`src/rtl/ones_count_driver_if.sv`:
```
// Bundle of the three handshakes around the OnesCount driver: upstream word
// source, OnesCount core (d_in_ready/dor), and downstream result consumer.
interface ones_count_driver_if #(
  parameter int W  = 30,
  parameter int CW = $clog2(W + 1)
);
  logic [W-1:0]  src_word;
  logic          src_valid;
  logic          src_ready;
  logic [W-1:0]  d_in;
  logic          d_in_ready;
  logic [CW-1:0] d_out;
  logic          dor;
  logic [CW-1:0] result;
  logic          result_valid;
  logic          result_err;
  logic          result_ack;
  logic          busy;

  modport master (
    input  src_word, src_valid, d_out, dor, result_ack,
    output src_ready, d_in, d_in_ready, result, result_valid, result_err, busy
  );

  modport slave (
    output src_word, src_valid, d_out, dor, result_ack,
    input  src_ready, d_in, d_in_ready, result, result_valid, result_err, busy
  );
endinterface

```
`src/rtl/ones_count_driver.sv`:
```
// Initiator for a OnesCount core: issues one word per transaction, waits for
// dor (bounded by a timeout) and hands the count back with an error flag.
//
// state | meaning
// IDLE  | ready for a new upstream word
// ISSUE | d_in_ready strobe is high for this single cycle
// WAIT  | waiting for dor; timeout timer running
// DONE  | result presented, held until result_ack
module ones_count_driver #(
  parameter int W       = 30,
  parameter int CW      = $clog2(W + 1),
  parameter int TIMEOUT = 64
) (
  input  logic                 clock_i,
  input  logic                 reset_i,
  ones_count_driver_if.master  bus
);

  localparam int TW = (TIMEOUT > 2) ? $clog2(TIMEOUT) : 1;

  typedef enum logic [1:0] {
    S_IDLE  = 2'd0,
    S_ISSUE = 2'd1,
    S_WAIT  = 2'd2,
    S_DONE  = 2'd3
  } state_t;

  state_t        state_q, state_d;
  logic [W-1:0]  d_in_q, d_in_d;
  logic          d_in_ready_q, d_in_ready_d;
  logic [TW-1:0] timer_q, timer_d;
  logic [CW-1:0] result_q, result_d;
  logic          result_valid_q, result_valid_d;
  logic          result_err_q, result_err_d;

  always_ff @(posedge clock_i or negedge reset_i) begin
    if (!reset_i) begin
      state_q        <= S_IDLE;
      d_in_q         <= '0;
      d_in_ready_q   <= 1'b0;
      timer_q        <= '0;
      result_q       <= '0;
      result_valid_q <= 1'b0;
      result_err_q   <= 1'b0;
    end else begin
      state_q        <= state_d;
      d_in_q         <= d_in_d;
      d_in_ready_q   <= d_in_ready_d;
      timer_q        <= timer_d;
      result_q       <= result_d;
      result_valid_q <= result_valid_d;
      result_err_q   <= result_err_d;
    end
  end

  // Timer is a down-counter loaded in ISSUE; reaching zero marks the last
  // permitted WAIT cycle, so WAIT lasts at most TIMEOUT cycles.
  always_comb begin
    state_d        = state_q;
    d_in_d         = d_in_q;
    d_in_ready_d   = 1'b0;
    timer_d        = timer_q;
    result_d       = result_q;
    result_valid_d = result_valid_q;
    result_err_d   = result_err_q;
    unique case (state_q)
      S_IDLE: begin
        if (bus.src_valid) begin
          d_in_d       = bus.src_word;
          d_in_ready_d = 1'b1;
          state_d      = S_ISSUE;
        end
      end
      S_ISSUE: begin
        timer_d = TW'(TIMEOUT - 1);
        state_d = S_WAIT;
      end
      S_WAIT: begin
        if (bus.dor) begin
          result_d       = bus.d_out;
          result_err_d   = (32'(bus.d_out) > 32'(W));
          result_valid_d = 1'b1;
          state_d        = S_DONE;
        end else if (timer_q == '0) begin
          result_d       = '0;
          result_err_d   = 1'b1;
          result_valid_d = 1'b1;
          state_d        = S_DONE;
        end else begin
          timer_d = timer_q - 1'b1;
        end
      end
      S_DONE: begin
        if (bus.result_ack) begin
          result_valid_d = 1'b0;
          state_d        = S_IDLE;
        end
      end
      default: state_d = S_IDLE;
    endcase
  end

  assign bus.src_ready    = (state_q == S_IDLE);
  assign bus.busy         = (state_q != S_IDLE);
  assign bus.d_in         = d_in_q;
  assign bus.d_in_ready   = d_in_ready_q;
  assign bus.result       = result_q;
  assign bus.result_valid = result_valid_q;
  assign bus.result_err   = result_err_q;

endmodule
```
`src/flat_wrapper.sv`:
```
// flat-port wrapper written by rule: the top's interface ports become plain ports
module ones_count_driver_flat 
#(
  parameter int W       = 30,
  parameter int CW      = $clog2(W + 1),
  parameter int TIMEOUT = 64
)
  (clock_i, reset_i, bus_src_word, bus_src_valid, bus_d_out, bus_dor, bus_result_ack, bus_src_ready, bus_d_in, bus_d_in_ready, bus_result, bus_result_valid, bus_result_err, bus_busy);
  ones_count_driver_if #(.W(W), .CW(CW)) bus_i ();
  input  logic clock_i;
  input  logic reset_i;
  input wire logic [$bits(bus_i.src_word)-1:0] bus_src_word;
  input wire logic [$bits(bus_i.src_valid)-1:0] bus_src_valid;
  input wire logic [$bits(bus_i.d_out)-1:0] bus_d_out;
  input wire logic [$bits(bus_i.dor)-1:0] bus_dor;
  input wire logic [$bits(bus_i.result_ack)-1:0] bus_result_ack;
  output wire logic [$bits(bus_i.src_ready)-1:0] bus_src_ready;
  output wire logic [$bits(bus_i.d_in)-1:0] bus_d_in;
  output wire logic [$bits(bus_i.d_in_ready)-1:0] bus_d_in_ready;
  output wire logic [$bits(bus_i.result)-1:0] bus_result;
  output wire logic [$bits(bus_i.result_valid)-1:0] bus_result_valid;
  output wire logic [$bits(bus_i.result_err)-1:0] bus_result_err;
  output wire logic [$bits(bus_i.busy)-1:0] bus_busy;
  assign bus_i.src_word = bus_src_word;
  assign bus_i.src_valid = bus_src_valid;
  assign bus_i.d_out = bus_d_out;
  assign bus_i.dor = bus_dor;
  assign bus_i.result_ack = bus_result_ack;
  assign bus_src_ready = bus_i.src_ready;
  assign bus_d_in = bus_i.d_in;
  assign bus_d_in_ready = bus_i.d_in_ready;
  assign bus_result = bus_i.result;
  assign bus_result_valid = bus_i.result_valid;
  assign bus_result_err = bus_i.result_err;
  assign bus_busy = bus_i.busy;
  ones_count_driver #(.W(W), .CW(CW), .TIMEOUT(TIMEOUT)) u_core (.clock_i(clock_i), .reset_i(reset_i), .bus(bus_i));
endmodule
```
`config.mk`:
```
export PLATFORM = sky130hd
export DESIGN_NAME = ones_count_driver_flat
export DESIGN_NICKNAME = d
export VERILOG_FILES = /design/src/rtl/ones_count_driver_if.sv /design/src/rtl/ones_count_driver.sv /design/src/flat_wrapper.sv
export SDC_FILE = /design/constraint.sdc
export NUM_CORES = 1
export LEC_CHECK = 0
export ABC_CLOCK_PERIOD_IN_PS = 2080
export CAP_MARGIN = 10
export CORE_ASPECT_RATIO = 0.5
export CORE_MARGIN = 1.5
export CORE_UTILIZATION = 61
export CTS_BUF_LIST = sky130_fd_sc_hd__clkbuf_8 sky130_fd_sc_hd__clkbuf_16
export DETAILED_ROUTE_END_ITERATION = 10
export DONT_BUFFER_PORTS = 1
export GPL_TIMING_DRIVEN = 1
export PLACE_DENSITY = 0.79
export SYNTH_ARGS = -nofsm -noshare
export SYNTH_HDL_FRONTEND = slang
export SYNTH_SLANG_ARGS = --single-unit
```
`constraint.sdc`:
```
create_clock -name clock_i -period 2.08 [get_ports clock_i]
set_input_delay 0.416 -clock clock_i [delete_from_list [all_inputs] [get_ports clock_i]]
set_output_delay 0.416 -clock clock_i [all_outputs]
set_load 0.005 [all_outputs]
```
==> results of run 1 <==
[metrics by stage]
| step | hold WS, ns | area [um2] | setup WS [ns] | power, uW | std cells |
|---|---|---|---|---|---|
| floorplan | 0.120 | 1930 | 0.436 | 2310 | 143 |
| global placement | 0.121 | 1990 | 0.368 | 2500 | 180 |
| detailed placement | 0.121 | 1990 | 0.287 | 2560 | 180 |
| CTS | 0.257 | 2120 | 0.270 | 3110 | 190 |
| global route | 0.249 | 2120 | 0.135 | 3270 | 190 |
| finish | 0.267 | 2120 | 0.276 | 3050 | 190 |
[state kept, by name (all words and copies together) (netlist names)]
signal / count
u_core.bus.d_in: 30
u_core.bus.d_in_ready: 1
u_core.bus.result: 5
u_core.bus.result_err: 1
u_core.bus.result_valid: 1
u_core.state_q: 2
u_core.timer_q: 6
[synth_stat cells]
master	number	share of area, %
a211oi_1	1	0.39
a21boi_0	1	0.39
a21oi_1	2	0.52
a21oi_2	1	0.45
a221o_1	1	0.52
a22o_1	5	2.3
a22oi_1	2	0.78
a2bb2oi_1	1	0.45
a41oi_1	1	0.45
and2_2	1	0.39
and3_1	1	0.32
buf_1	2	0.39
clkbuf_1	3	0.58
dfrtp_1	46	60
ha_1	6	3.9
inv_1	10	1.9
mux2_2	31	18
mux2i_1	2	1.0
nand2_1	3	0.58
nand2b_1	1	0.32
nand3_1	4	1.0
nand3b_1	1	0.39
nor2_1	5	0.97
nor2b_1	1	0.32
nor3_1	1	0.26
nor4_1	1	0.32
o21ai_0	3	0.78
o22ai_1	1	0.32
o311ai_0	1	0.45
o32a_1	1	0.52
or4_1	1	0.39
or4b_1	1	0.52
xnor2_1	1	0.45
[metal layers]
metal / vias up / global-route usage (%) / wire length, um / share of wire [%]
met1: 534 / 24.4 / 1380 / 42
met3: 2 / 10.5 / 294 / 9.0
li1: 516 / - / - / -
met5: - / 0 / 0 / 0
met2: 44 / 31.5 / 1590 / 48
met4: 0 / 6.00 / 14 / 0.43
[worst max-delay path by stage]
stage / end / slack [ns]
floorplan: u_core.state_q[1] / 0.44
finish: u_core.state_q[1] / 0.28
detailed placement: u_core.state_q[1] / 0.29
global route: u_core.state_q[1] / 0.14
CTS: u_core.state_q[1] / 0.27
global placement: u_core.state_q[1] / 0.37
[layout make-up]
class / instances / area (um2)
repair buffers: 4 / 65.1
well taps: 40 / 50.0
fillers: 206 / 897
clock buffers: 5 / 68.8
flip-flops and latches: 46 / 1150
inverters: 10 / 37.5
clock inverters: 3 / 17.5
multi-input cells: 82 / 726
[power by group]
group | switching (uW) | internal (uW) | leakage [uW]
clock network | 275 | 232 | 0.0000493
registers | 316 | 1310 | 0.000531
logic | 394 | 521 | 0.000373
total | 984 | 2070 | 0.000954
[cells by family after synthesis]
logic type	count (synthesis)	share of synthesized area (%)
AOI/OAI and AO/OA	21	8.29
xor gates and xnor gates	1	0.453
adders and majority gates	6	3.88
buffers and inverters	15	2.91
DFF	46	59.5
muxes	33	19.1
and+or+nand+nor	21	5.83
[critical path, delay by kind of cell, from the launching register on]
family / cells / cell delay (ns)
multiplexers: 1 / 0.35
AO/OA/AOI/OAI: 2 / 0.38
adder cells (fa/ha/maj): 1 / 0.17
AND/OR/NAND/NOR: 1 / 0.27
flip-flops: 1 / 0.41
buffers and inverters: 1 / 0.12
[what timing repair did]
action                    4_1_cts  5_1_grt
hold endpoints to repair       46        0
hold buffers                    2        0
buffers inserted                0        0
==> impl_metrics.py, run 1 <==
metrics = {
    "drt": {
        "antenna_left": 0,
        "dr.first_iter.drc_count": 45,
        "detail_route.vias_per_cell": 5.77,
        "first_pass_iters": 4,
        "wirelength_mm": 3.28,
        "wl_per_cell_um": 17.3,
        "vias": 1096,
        "drc_errors": 0,
    },
    "worst_setup_path": {
        "slowest_delay_ns": 0.41,
        "path_cells": "inv_1 > ha_1 > nor2b_1 > a21oi_2 > a21oi_1 > mux2_2",
        "r2r_start": "u_core.timer_q[0]",
        "slowest_stage": "dfrtp_1",
        "cp_max_fo": 6,
        "crit_required_ns": 2.26,
        "end_kind": "flop",
        "arrival_ns": 1.98,
        "crit_start": "u_core.timer_q[0]",
        "startpoint_type": "flop",
        "path_class": "reg2reg",
        "r2r-end": "u_core.state_q[1]",
        "r2r_slack_ns": 0.28,
        "r2r_cells": 6,
    },
    "timing": {
        "rsz0062_at_grt": "no",
        "worst_slew_pin_slew_ns": 0.464,
        "slew_viol_final": 0,
        "period_needed_ns": 1.80,
        "setup_viol": 0,
        "hold_violations": 0,
        "period_share_pct": 86.7,
        "fmax_ghz": 0.554,
        "maxSlewHeadroom_pct": 68.8,
        "tns_ns": 0,
        "skew_ns": 0.00390,
    },
    "global_route": {
        "first_global_vias": 1160,
        "gr-total-overflow": 0,
        "grt_pass1_wl_mm": 5.13,
        "grt_max_degree": 47,
        "antenna_found_initial": 0,
        "grtUsageTotal_pct": 20.2,
    },
    "pwr": {
        "powerDensity_mw_per_mm2": 1440,
        "p_leak_uw": 0.000954,
        "vdd_drop_max_mv": 0.818,
    },
    "clocking": {
        "clk_pin_slew_ns": 0.08,
        "clk_latency_ns": 0.29,
        "cts_tree": "yes",
        "postCtsResizedCells": 0,
        "cts_made_buffers": 5,
        "cts.path.max_buffers": 2,
        "cts_max_level": 2,
        "cts-root-buf": "clkbuf_8",
        "cts_sinks": 46,
    },
    "cells_and_area": {
        "antenna_cells": 0,
        "final_layout_size_suffix_gt1_share_pct": 28.7,
        "nets": 195,
        "mostFrequentLayoutCells": "dfrtp_1, mux2_2, inv_1, ha_1",
        "final_common_cell": "dfrtp_1",
        "syn_to_final_growth_pct": 9.45,
        "final_util_pct": 70.2,
    },
    "hold_path": {
        "min-delay-start": "bus_d_out[4]",
        "worstHoldEndpoint": "u_core.bus.result[4]",
        "hold_depth": 1,
        "worstHoldPathType": "in2reg",
    },
    "die": {
        "io_pins": 80,
        "fp.dieH_um": 42.8,
        "die_w_um": 82.6,
        "dieArea_mm2": 0.00354,
        "floorplan.initialDensity_pct": 64.2,
        "rows": 14,
        "coreArea_mm2": 0.00301,
    },
    "synth": {
        "syn_area_per_cell_um2": 13.5,
        "ys_warn_count": 0,
        "synth_area_mm2": 0.00193,
        "synth-seq-area-share_pct": 59.5,
        "synthDistinctLibCells": 33,
        "mappedNetlistNets": 189,
        "synth-seq-cells": 46,
        "synth_cells": 143,
    },
    "flow_run": {
        "maxCapViolations": 0,
    },
    "outcome": {
        "status": "completed",
    },
    "placed_design": {
        "place_congestion": 0.848,
        "portBuffers": 0,
        "dp_hpwl_mm": 2.38,
    },
}
Power figures use the tool's default switching activity.
==> run 2: changes to the inputs <==
--- a/config.mk
+++ b/config.mk
@@ -9,12 +9,12 @@
 export CAP_MARGIN = 10
 export CORE_ASPECT_RATIO = 0.5
 export CORE_MARGIN = 1.5
-export CORE_UTILIZATION = 61
+export CORE_UTILIZATION = 35
 export CTS_BUF_LIST = sky130_fd_sc_hd__clkbuf_8 sky130_fd_sc_hd__clkbuf_16
 export DETAILED_ROUTE_END_ITERATION = 10
 export DONT_BUFFER_PORTS = 1
 export GPL_TIMING_DRIVEN = 1
-export PLACE_DENSITY = 0.79
+export PLACE_DENSITY = 0.51
 export SYNTH_ARGS = -nofsm -noshare
 export SYNTH_HDL_FRONTEND = slang
 export SYNTH_SLANG_ARGS = --single-unit
==> run 2 against run 1 <==
  * Worst hold slack got worse by 0.012 ns
  * First-iteration DRC count decreased by 42%
  * Utilization is 28 points lower
  * Design area up 3.0%
  * Critical path type unchanged
  * Clock skew increased by 0.0027 ns
  * Final cell count increased by 16%
  * Register-to-register slack about the same
  * Sequential power about the same
  * Via count rose by 0.73%
  * Fmax is 0.38% lower
  * Setup slack got worse by 0.0069 ns
==> impl_metrics.py, run 2 (synthesis results as in run 1) <==
metrics = {
    "clocking": {
        "clk_pin_slew_ns": 0.08,
        "cts_made_buffers": 5,
        "postCtsSetupBuffers": 0,
        "cts_max_level": 2,
        "cts_tree": "yes",
        "cts.path.max_buffers": 2,
        "clk_latency_ns": 0.29,
        "cts_sinks": 46,
        "cts-root-buf": "clkbuf_8",
    },
    "worst_setup_path": {
        "arrival_ns": 1.99,
        "startpoint_type": "flop",
        "path_class": "reg2reg",
        "end_kind": "flop",
        "crit_required_ns": 2.26,
        "cp_max_fo": 6,
    },
    "pwr": {
        "vdd_drop_max_mv": 0.516,
        "powerDensity_mw_per_mm2": 1450,
        "p_leak_uw": 0.000963,
    },
    "placed_design": {
        "dp_hpwl_mm": 2.46,
        "pre_cts_ws_ns": 0.291,
        "place_congestion": 0.739,
        "portBuffers": 0,
    },
    "timing": {
        "fin_ws_ns": 0.269,
        "maxSlewHeadroom_pct": 68.9,
        "setup_viol": 0,
        "rsz0062_at_grt": "no",
        "skew_ns": 0.00655,
        "period_share_pct": 87.1,
        "slew_viol_final": 0,
        "tns_ns": 0,
        "fmax_ghz": 0.552,
        "worst_slew_pin_slew_ns": 0.463,
        "period_needed_ns": 1.81,
        "hold_violations": 0,
    },
    "global_route": {
        "grtUsageTotal_pct": 12.4,
        "gr-total-overflow": 0,
        "antenna_found_initial": 0,
        "first_global_vias": 1207,
        "grt_pass1_wl_mm": 5.69,
        "grt_max_degree": 47,
    },
    "die": {
        "io_pins": 80,
        "fp.dieH_um": 55.6,
        "floorplan.initialDensity_pct": 37.8,
        "coreArea_mm2": 0.00511,
        "rows": 18,
        "die_w_um": 108,
        "dieArea_mm2": 0.00600,
    },
    "flow_run": {
        "maxCapViolations": 0,
    },
    "cells_and_area": {
        "largest_reg_flops": 30,
        "antenna_cells": 0,
        "final_common_cell": "dfrtp_1",
        "mostFrequentLayoutCells": "dfrtp_1, mux2_2, inv_1, clkbuf_8, ha_1",
        "nets": 196,
        "final_layout_size_suffix_gt1_share_pct": 29.8,
        "syn_to_final_growth_pct": 12.8,
        "fillCellCount": 472,
    },
    "drt": {
        "antenna_left": 0,
        "wirelength_mm": 3.46,
        "detail_route.vias_per_cell": 5.00,
        "vias": 1104,
        "dr.first_iter.drc_count": 26,
        "wl_per_cell_um": 15.7,
        "first_pass_iters": 4,
        "dr_wl_met3_um": 320,
        "wl_met2_mm": 1.53,
        "drc_errors": 0,
        "top_layer": "met4",
        "drt-met1-wl_mm": 1.56,
    },
    "outcome": {
        "status": "completed",
    },
    "hold_path": {
        "worstHoldPathType": "in2reg",
    },
}
-- run 2: changes by cell type in the layout (fill, tap and decap cells not counted) --
cell / before / now
clkbuf_8: 5 / 7
inv_1: 11 / 10
clkinv_2: 1 / 0
buf_4: 1 / 2
-- run 2: metal layers --
layer	global-route usage, %	vias to the layer above
met3	6.38	5
met5	0	-
met2	18.7	40
li1	-	519
met1	14.9	540
met4	5.64	0
-- run 2: what timing repair did --
item,in CTS,in global routing
endpoints found under the hold margin,46,0
hold buffers,2,0
resized for setup,0,0
-- run 2: cell type report --
type                       count  area (um2)  area share, %
inverter                      10        37.5           1.72
sequential                    46        1150           52.8
timing repair buffer           5        72.6           3.33
clock inverter                 1        8.76          0.402
clock buffer                   7        96.3           4.42
multi-input combinational     82         726           33.3
tap                           70        87.6           4.02
-- run 2: where the power goes --
part,switching (uW),leakage [uW],internal [uW]
Sequential,319,0.000531,1310
Clock,297,0.0000544,305
Combinational,387,0.000378,535
Total,1000,0.000963,2150
-- run 2: metrics by stage --
step	hold WS, ns	cell area [um2]	utilization (%)	power, uW	instances
after floorplan	0.120	1930	-	2310	143
after detailed placement	0.121	2040	39.8	2570	211
after global placement	0.121	2040	39.8	2550	211
final	0.255	2180	42.6	3160	221
after CTS	0.242	2180	42.6	3210	221
after global routing	0.240	2180	42.6	3400	221
-- run 2: path summary, 6_finish.rpt --
check / from / to / slack [ns] / cells past startpoint
worst min register to register: u_core.bus.result[3] / u_core.bus.result[3] / 0.54 / 1
max in group asynchronous: reset_i / u_core.timer_q[5] / 1.25 / 2
worst max-delay path: u_core.timer_q[1] / u_core.state_q[1] / 0.27 / 6
min in group asynchronous: reset_i / u_core.bus.d_in[26] / 0.62 / 2
worst max register to register: u_core.timer_q[1] / u_core.state_q[1] / 0.27 / 6
worst min-delay path: bus_d_out[4] / u_core.bus.result[4] / 0.26 / 1
-- run 2: critical path: stages, from the launching register on --
cell and delay, ns:
dfrtp_1 0.39, inv_1 0.12, ha_1 0.17, nor2b_1 0.27, a21oi_2 0.17, a21oi_1 0.23, mux2_2 0.35
